===== config.mk =====
export PLATFORM = sky130hd
export DESIGN_NAME = serial_subtractor
export DESIGN_NICKNAME = d
export VERILOG_FILES = /design/src/rtl/serial_subtractor_pkg.sv /design/src/rtl/serial_subtractor_full_subtractor.sv /design/src/rtl/serial_subtractor.sv
export SDC_FILE = /design/constraint.sdc
export NUM_CORES = 1
export LEC_CHECK = 0
export ABC_AREA = 1
export ABC_CLOCK_PERIOD_IN_PS = 2300
export CELL_PAD_IN_SITES_DETAIL_PLACEMENT = 1
export CELL_PAD_IN_SITES_GLOBAL_PLACEMENT = 1
export CORE_MARGIN = 4
export CORE_UTILIZATION = 40
export DETAILED_ROUTE_END_ITERATION = 10
export GPL_TIMING_DRIVEN = 0
export HOLD_SLACK_MARGIN = 0.08
export PLACE_DENSITY_LB_ADDON = 0.1
export SLEW_MARGIN = 10
export SYNTH_ARGS = -nofsm -noshare
export SYNTH_HDL_FRONTEND = slang
export SYNTH_SLANG_ARGS = --single-unit

===== constraint.sdc =====
create_clock -name clk -period 2.3 [get_ports clk]
set_input_delay 0.69 -clock clk [delete_from_list [all_inputs] [get_ports clk]]
set_output_delay 0.69 -clock clk [all_outputs]
set_load 0.005 [all_outputs]

===== src/rtl/serial_subtractor_pkg.sv =====
// rtl/serial_subtractor_pkg.sv - shared FSM state encoding for the serial arithmetic blocks
package serial_subtractor_pkg;

   localparam logic [1:0] S_IDLE  = 2'd0;
   localparam logic [1:0] S_SHIFT = 2'd1;
   localparam logic [1:0] S_DONE  = 2'd2;

endpackage


===== src/rtl/serial_subtractor_full_subtractor.sv =====
// rtl/serial_subtractor_full_subtractor.sv - one-bit combinational full subtractor cell
module full_subtractor
(
   input  logic x,
   input  logic y,
   input  logic b_in,
   output logic d,
   output logic b_out
);

   always @(*) begin
      d     = x ^ y ^ b_in;
      b_out = (~x & y) | (~(x ^ y) & b_in);
   end

endmodule


===== src/rtl/serial_subtractor.sv =====
// rtl/serial_subtractor.sv - bit-serial N-bit subtractor, LSB first, one full-subtractor cell
module serial_subtractor
   import serial_subtractor_pkg::*;
#(
   parameter int N = 8
)
(
   input  logic         clk,
   input  logic         rst,
   input  logic         start,
   input  logic [N-1:0] a,
   input  logic [N-1:0] b,
   output logic         busy,
   output logic         done,
   output logic [N-1:0] diff,
   output logic         borrow,
   output logic         ovf
);

   localparam int CW = $clog2(N);

   logic [1:0]    r_state;
   logic [N-1:0]  r_a_sh;
   logic [N-1:0]  r_b_sh;
   logic [N-1:0]  r_res;
   logic          r_bff;
   logic          r_a_msb;
   logic          r_b_msb;
   logic [CW-1:0] r_cnt;
   logic          r_done;
   logic [N-1:0]  r_diff;
   logic          r_borrow;
   logic          r_ovf;

   logic          w_d;
   logic          w_bo;
   logic          w_accept;

   full_subtractor u_cell (
      .x     (r_a_sh[0]),
      .y     (r_b_sh[0]),
      .b_in  (r_bff),
      .d     (w_d),
      .b_out (w_bo)
   );

   // DONE is not busy, so a start there chains straight into the next operation
   assign w_accept = start && (r_state != S_SHIFT);

   always_ff @(posedge clk) begin
      if (rst) begin
         r_state  <= S_IDLE;
         r_a_sh   <= '0;
         r_b_sh   <= '0;
         r_res    <= '0;
         r_bff    <= 1'b0;
         r_a_msb  <= 1'b0;
         r_b_msb  <= 1'b0;
         r_cnt    <= '0;
         r_done   <= 1'b0;
         r_diff   <= '0;
         r_borrow <= 1'b0;
         r_ovf    <= 1'b0;
      end else begin
         r_done <= 1'b0;
         case (r_state)
            S_SHIFT: begin
               r_res  <= {w_d, r_res[N-1:1]};
               r_a_sh <= {1'b0, r_a_sh[N-1:1]};
               r_b_sh <= {1'b0, r_b_sh[N-1:1]};
               r_bff  <= w_bo;
               if (r_cnt == CW'(N-1)) begin
                  r_state <= S_DONE;
               end else begin
                  r_cnt <= r_cnt + CW'(1);
               end
            end
            S_DONE: begin
               r_done   <= 1'b1;
               r_diff   <= r_res;
               r_borrow <= r_bff;
               r_ovf    <= (r_a_msb != r_b_msb) && (r_res[N-1] != r_a_msb);
               r_state  <= S_IDLE;
            end
            default: r_state <= S_IDLE;
         endcase
         if (w_accept) begin
            r_a_sh  <= a;
            r_b_sh  <= b;
            r_a_msb <= a[N-1];
            r_b_msb <= b[N-1];
            r_bff   <= 1'b0;
            r_cnt   <= '0;
            r_state <= S_SHIFT;
         end
      end
   end

   assign busy   = (r_state == S_SHIFT);
   assign done   = r_done;
   assign diff   = r_diff;
   assign borrow = r_borrow;
   assign ovf    = r_ovf;

endmodule


== After elaboration in Yosys (flattened, before gate mapping) ==
Index checks and enable logic that the tools add are counted.

* $add $sub $neg: 1
* Equality and inequality tests: 7
* Muxes and demuxes: 8
* Bitwise operators: 9
* Reductions and logical operators: 6

{| class="wikitable"
|+ Operators with widths
! cell !! count
|-
| 8-bit two-way mux || 4
|-
| 1-bit two-way mux || 4
|-
| 1-bit inverter || 4
|-
| 3-bit by 1-bit adder with 3-bit output (second input constant) || 1
|-
| 3-bit == test (second input constant) || 1
|-
| 3-bit by 1-bit != test with 1-bit output (second input constant) || 1
|-
| 3-bit OR reduction || 1
|-
| 1-bit AND || 2
|-
| 2-bit by 1-bit == test with 1-bit output (second input constant) || 1
|-
| 2-bit == test (second input constant) || 1
|-
| 1-bit logical AND || 2
|-
| 1-bit != test || 2
|-
| 2-bit by 1-bit != test with 1-bit output (second input constant) || 1
|-
| 2-bit AND reduction || 1
|-
| 2-bit nonzero test || 1
|-
| 2-bit OR reduction || 1
|-
| 1-bit bitwise XOR || 2
|-
| 1-bit bitwise OR || 1
|}

* Register bits after elaboration: 43
* Bits of input ports: 19
* Output and inout bits: 12
* Logic and storage cells: 44

== Depth between registers and ports, before layout ==
Gate-level depths: netlist (run 1).

* Depth in word-level cells: 4
* Depth in mapped cells: 7
* Depth with buffers taken out: 6

== Modules after synthesis ==
A second synthesis (run 1) with hierarchy kept.

* Cells, all modules: 245
* Area total of the unflattened synthesis: 1800.5 sq um

{| class="wikitable"
|+ By module, submodules not included
! module !! times used !! cells an instance !! area an instance (sq um) !! sequential area each (sq um)
|-
| serial_subtractor || 1 || 241 || 1769.2 || 860.8
|-
| full_subtractor || 1 || 4 || 31.3 || 0.0
|}

== Worst setup path after synthesis (run 1) ==
Ideal clock, no wire load.

* Path type: input-to-reg
* Start point: input port start
* End point: register r_a_sh[7]
* Setup time: 0.115 ns
* Arrival: 1.313 ns
* Data required time: 2.185 ns
* Slack: 0.871 ns
* Cell stages on the path: 5
* Path buffers: 2
* Cells stage by stage: buf_2 > clkbuf_1 > nor2_1 > nand3_1 > nand2_1

* Longest elaborated chain between the ends: 2
* Elaborated cells between the ends (all ways): 3
* Classes of those cells: mux: 1; reduce/logical: 2

{| class="wikitable"
|+ RTL lines
! element !! RTL line !! text
|-
| start: declaration || serial_subtractor.sv:10 || <nowiki>input logic start,</nowiki>
|-
| 1-bit logical AND * || serial_subtractor.sv:48 || <nowiki>assign w_accept = start && (r_state != S_SHIFT);</nowiki>
|-
| 8-bit two-way mux / 2-bit nonzero test (equally long branches) || n/a ||
|-
| end signal: assignment || serial_subtractor.sv:69 || <nowiki>r_a_sh <= {1'b0, r_a_sh[N-1:1]};</nowiki>
|-
| end: declaration || serial_subtractor.sv:23 || <nowiki>logic [N-1:0] r_a_sh;</nowiki>
|}

Every way passes the cells marked *; elsewhere a longest branch is shown, timed or not.
A chain may end at the register's enable or synchronous reset.

== Worst setup path in the final report (run 1) ==
* Start point: register r_state[0]
* End point: output port busy

* Longest elaborated chain between the ends: 1

{| class="wikitable"
|+ RTL lines
! element !! RTL line !! text
|-
| start: declaration || serial_subtractor.sv:22 || <nowiki>logic [1:0] r_state;</nowiki>
|-
| start signal: assignment || serial_subtractor.sv:52 || <nowiki>r_state <= S_IDLE;</nowiki>
|-
| start signal: assignment || serial_subtractor.sv:73 || <nowiki>r_state <= S_DONE;</nowiki>
|-
| start signal: assignment || serial_subtractor.sv:83 || <nowiki>r_state <= S_IDLE;</nowiki>
|-
| 2-bit by 1-bit == test with 1-bit output || serial_subtractor.sv:99 || <nowiki>assign busy = (r_state == S_SHIFT);</nowiki>
|-
| end: declaration || serial_subtractor.sv:13 || <nowiki>output logic busy,</nowiki>
|}

No other way between the ends.

==> results of run 1 <==
[cell type report]
class	count	area [um^2]
fill	553	1880
sequential	43	861
multi-input combinational	159	748
timing repair buffer	30	298
inverter	28	105
clock buffer	6	82.6
buffer	13	68.8
tap	50	62.6
clock inverter	2	35.0
[cells in the final DEF (no fill, tap or decap)]
| cell type | instances |
|---|---|
| a21oi_1 | 9 |
| buf_2 | 7 |
| buf_4 | 2 |
| buf_6 | 1 |
| bufinv_16 | 1 |
| clkbuf_1 | 4 |
| clkbuf_8 | 6 |
| clkdlybuf4s50_1 | 29 |
| clkinv_1 | 1 |
| clkinv_2 | 1 |
| dfxtp_1 | 43 |
| fa_1 | 1 |
| ha_1 | 3 |
| inv_1 | 27 |
| nand2_1 | 42 |
| nand2_2 | 1 |
| nand3_1 | 49 |
| nor2_1 | 33 |
| nor2_4 | 1 |
| o21ai_0 | 18 |
| o21ai_1 | 1 |
| or2_1 | 1 |
[power by group through the flow]
stage                     Clock, mW  Sequential (mW)  Combinational (mW)
after floorplan                   0            0.812               0.110
after global placement            0            0.817               0.172
after detailed placement          0            0.818               0.178
after CTS                     0.628            0.801               0.185
after global routing          0.670            0.808               0.207
final                         0.615            0.802               0.181
[critical path: cells and delay by family (launching register included)]
kind	cells	cell delay, ns
flops	1	0.36
buf+inv	3	0.73
simple gates	1	0.12
[flip-flops by register name (all words and copies together) (netlist names)]
name     cells
r_res        8
borrow       1
r_b_msb      1
r_a_msb      1
r_a_sh       8
r_bff        1
ovf          1
r_state      2
r_b_sh       8
done         1
r_cnt        3
diff         8
[path summary, 6_finish.rpt]
check,from,end,depth (start not counted)
max,r_state[0],busy,4
min,r_bff,r_bff,2
max reg2reg,r_state[1],diff[3],5
min reg2reg,r_bff,r_bff,2
[routing by layer]
metal,routed length [um],GRT usage
met5,0,0
met1,2070,0.238
met2,2160,0.298
met3,166,0.0454
met4,104,0.0771
[what timing repair did]
action	CTS	global route
endpoints found under the setup margin	1	0
setup buffers	1	0
gates resized for setup	2	0
[through the flow]
step	utilization	power (mW)
2_1_floorplan	-	0.922
3_3_place_gp	0.514	0.989
3_5_place_dp	0.514	0.996
4_1_cts	0.546	1.61
5_1_grt	0.546	1.68
6_report	0.546	1.60
[kinds of logic after synthesis]
logic type | after synthesis
AO/OA/AOI/OAI | 28
adder cells (fa/ha/maj) | 4
buffers and inverters | 41
flip-flops | 43
AND/OR/NAND/NOR | 127
==> impl_metrics.csv, run 1 <==
group,metric,value,unit
synth,yosysTopAreaCell,"dfxtp_1",
synth,synth-async-reset-ratio,0,
power,p_seq_frac,0.502,
sta,rsz0062_at_grt,"false",
global_route,grt_pass1_vias,1688,
clocking,root_buffer,"clkbuf_8",
sta,max_freq,0.455,GHz
power,power_density,707,mW/mm^2
synth,ys_seq_elements,43,
sta,final-max-slew-violation-count,0,
clocking,cts_buffers,5,
finish,instances_no_fill,331,
synth,synth_top_family_by_area,"simple AND/OR/NAND/NOR gates",
sta,hold_slack,0.472,ns
clocking,htreeDepth,2,
finish,design_area,0.00226,mm^2
synth,synthTopCellsByCount,"nand3_1, dfxtp_1, nand2_1",
critical_path,required,1.61,ns
worst_hold_path,hold_class,"reg2reg",
power,power_frac_clock,0.385,
critical_path,start_kind,"flip-flop",
critical_path,endpoint_kind,"output pin",
place,place_hpwl,3.24,mm
synth,seq_area_frac_synth,0.485,
global_route,grt_overflow_total,0,
die,dieWidth,74.6,um
global_route,grt_use_total,0.185,
sta,post-route-period-util,0.955,
clocking,ctsHoldBuffers,0,
global_route,grt_max_degree,14,
power,p_sw_frac,0.243,
synth,syn_avg_cell_area,7.31,um^2
finish,num_antenna_cells,0,
route,vias,1648,
synth,syn_area,0.00178,mm^2
critical_path,crit_fanout,10,
route,drt_iter0_markers,96,
synth,synthAdderAreaFrac,0.0324,
outcome,outcome,"complete, no violations",
sta,tns,0,ns
synth,synth-xor-area-share,0,
power,power.internal,1.21,mW
power,switching_power,388,uW
synth,ys.flop_type,"dfxtp_1",
clocking,path_clk_slew,0.07,ns
synth,yosysWarningCount,0,
place,io_buffers,29,
clocking,cts_sinks,43,
synth,synthMuxAreaShare,0,
critical_path,max_stage_delay,0.50,ns
clocking,cts_buffer_depth,2,
finish,area.growth.synth_to_final,27.3,%
critical_path,critPathKind,"reg2out",
critical_path,crit_chain,"inv_1 > nor2_4 > buf_6 > clkdlybuf4s50_1",
sta,tightest_slew,0.466,ns
global_route,antenna_found_initial,0,
route,wl,4.50,mm
critical_path,rrSetupSlack,0.96,ns
place,place_area,0.00213,mm^2
die,core_area,0.00414,mm^2
finish,drive_above_1_share,0.0712,
sta,finalWorstSetupSlack,0.104,ns
route,antenna_left,0,
synth,synth-compound-area-share,0.0789,
die,rows,23,
synth,synth_cell_types,17,
sta,period_minus_slack,2.20,ns
synth,synth_area_leaders,"dfxtp_1, nand3_1, nand2_1",
place,routabilityCongestion,0.752,
die,initial_utilization,0.429,
clocking,cts_tree,"done",
route,wl_per_cell,13.6,um
die,die_area,0.00557,mm^2
synth,synth.most_common_cell,"nand3_1",
critical_path,worstPathArrival,1.51,ns
synth,synth_top_cell_area_share,0.485,
critical_path,crit_slowest_cell,"clkdlybuf4s50_1",
sta,final.setup_skew,0.0119,ns
job,maxCapViolations,0,
global_route,grt_pass1_wl,7.85,mm
die,pin_count,31,
sta,finalSetupViolCount,0,
clocking,clock_latency,0.30,ns
route,dr.pass1.iters,4,
sta,hold_viol_final,0,
route,route.detailed.drc,0,
power,p_leak,1.05,nW
sta,slew_headroom,0.689,
die,die_h,74.6,um
synth,synth_nets,266,
synth,netlist_instances,243,
power,p_comb_frac,0.113,
power,ir_drop,506,uV
route,vias_per_cell,4.98,
place,dpl.cell_count,322,
synth,synthSimpleGateAreaFrac,0.310,
place,place_ws,0.137,ns
finish,fin_nets,303,
synth,synth_edf_count,0,
No activity file was read; power rests on OpenSTA's default activity.
==> run 2, diff against run 1 <==
Settings changed: CTS_CLUSTER_DIAMETER set to 150.
==> results of run 2 <==
No change in the layout: final DEF, timing and power equal those of run 1.
==> run 3, diff against run 2 <==
Settings changed: CORE_UTILIZATION 40 to 42, CTS_BUF_LIST set to sky130_fd_sc_hd__clkbuf_4 sky130_fd_sc_hd__clkbuf_8.
==> run 3 against run 2 <==
  * Core utilization rose by 0.48 points
  * Clock skew fell by 0.0044 ns
  * Critical path type unchanged
  * First-iteration DRC count fell by 31%
  * Total power fell by 8.6%
  * Clock power fell by 23%
  * Final area fell by 1.2%
  * Sequential share of layout area rose by 0.53 points
  * Clock-buffer cell count fell by 1
  * Register-to-register slack barely moved
  * Global-route usage rose by 0.056 points
  * Largest power group unchanged
  * Non-clock buffer count did not move
  * Cell count did not move
==> impl_metrics.csv, run 3 (synthesis gave the netlist of run 1 again) <==
group,metric,value,unit
finish,nFillCells,538,
global_route,grt_pass1_wl,7.79,mm
finish,regArea,862,um^2
clocking,htreeDepth,2,
critical_path,crit_fanout,10,
sta,final-max-slew-violation-count,0,
sta,finalWorstSetupSlack,0.0937,ns
place,place_area,0.00213,mm^2
outcome,outcome,"complete, no violations",
finish,area.growth.synth_to_final,25.7,%
route,vias,1668,
worst_hold_path,hold_class,"reg2reg",
die,rows,23,
sta,finalSetupViolCount,0,
place,io_buffers,29,
power,p_leak,1.03,nW
route,vias_per_cell,5.04,
clocking,clock_latency,0.29,ns
global_route,grt_max_degree,15,
critical_path,cp_top_family,"buffers and inverters",
clocking,ctsHoldBuffers,0,
finish,fin_nets,303,
place,place_hpwl,3.26,mm
job,maxCapViolations,0,
die,pin_count,31,
critical_path,worst-path-buf-inv,3,
clocking,cts_tree,"done",
critical_path,worstPathArrival,1.52,ns
sta,slew_headroom,0.688,
place,routabilityCongestion,0.756,
clocking,cts_sinks,43,
finish,final_cell_mix,"nand3_1, nand2_1, dfxtp_1",
critical_path,start_kind,"flip-flop",
die,initial_utilization,0.438,
critical_path,crit_slowest_cell,"clkdlybuf4s50_1",
sta,final.setup_skew,0.00748,ns
route,dr.pass1.iters,4,
clocking,cts_buffer_depth,2,
critical_path,crit_chain,"inv_1 > nor2_4 > buf_6 > clkdlybuf4s50_1",
route,antenna_left,0,
sta,max_freq,0.453,GHz
route,wl,4.51,mm
sta,period_minus_slack,2.21,ns
global_route,grt_use_total,0.186,
critical_path,endpoint_kind,"output pin",
critical_path,required,1.61,ns
route,wl_per_cell,13.6,um
critical_path,critPathKind,"reg2out",
clocking,cts_buffers,5,
die,die_h,73.0,um
die,dieWidth,73.0,um
place,place_ws,0.193,ns
sta,tns,0,ns
sta,post-route-period-util,0.959,
global_route,grt_pass1_vias,1649,
route,route.detailed.drc,0,
finish,final_common_cell,"nand3_1",
power,ir_drop,308,uV
route,drt_iter0_markers,66,
finish,drive_above_1_share,0.0747,
die,die_area,0.00533,mm^2
sta,rsz0062_at_grt,"false",
die,core_area,0.00406,mm^2
global_route,antenna_found_initial,0,
finish,design_area,0.00223,mm^2
power,power_density,653,mW/mm^2
critical_path,max_stage_delay,0.50,ns
finish,multi_input_area,748,um^2
sta,hold_viol_final,0,
finish,num_antenna_cells,0,
clocking,path_clk_slew,0.08,ns
clocking,root_buffer,"clkbuf_8",
global_route,grt_overflow_total,0,
sta,tightest_slew,0.467,ns
-- run 3: cell types whose count changed in the layout (fill, tap and decap cells not counted), sizes merged --
cell / change
bufinv: -1
clkinvlp: +2
clkbuf: -1
-- run 3: worst paths after layout --
check | from | endpoint | slack (ns) | cells after the start
max | r_state[0] | busy | 0.09 | 4
min | r_b_sh[7] | r_b_sh[7] | 0.48 | 2
max reg2reg | r_state[1] | ovf | 0.96 | 6
min reg2reg | r_b_sh[7] | r_b_sh[7] | 0.48 | 2
-- run 3: layer usage --
metal	vias to the layer above	track usage	wire length [um]
met5	-	0	0
met4	0	0.0492	41
met3	5	0.0331	109
met2	19	0.324	2290
met1	794	0.233	2070
li1	850	-	-
-- run 3: timing repair --
item | 4_1_cts | 5_1_grt
buffers inserted | 1 | 0
gates resized for setup | 2 | 1
endpoints found under the setup margin | 1 | 1
pin swaps | 1 | 0
-- run 3: cell type report --
class,instances,share of cell area
Timing Repair Buffer,30,0.133
Buffer,13,0.0308
Inverter,28,0.0471
Tap cell,50,0.0280
Sequential cell,43,0.386
Clock inverter,3,0.00896
Clock buffer,5,0.0308
Multi-Input combinational cell,159,0.335
-- run 3: worst min-delay path, stage by stage, from the launching register on --
cell and delay (ns):
dfxtp_1 0.32, nand3_1 0.08, nand2_1 0.05
-- run 3: report_power, final --
part | internal, mW | switching, mW
logic | 0.0786 | 0.103
clock network | 0.211 | 0.264
registers | 0.780 | 0.0227
-- run 3: through the flow --
stage,util,cells,total power [mW],hold slack [ns]
2_1_floorplan,-,243,0.922,0.444
3_3_place_gp,0.525,322,0.989,0.454
3_5_place_dp,0.525,322,0.997,0.465
4_1_cts,0.550,331,1.48,0.478
5_1_grt,0.550,331,1.54,0.501
6_report,0.550,331,1.46,0.477
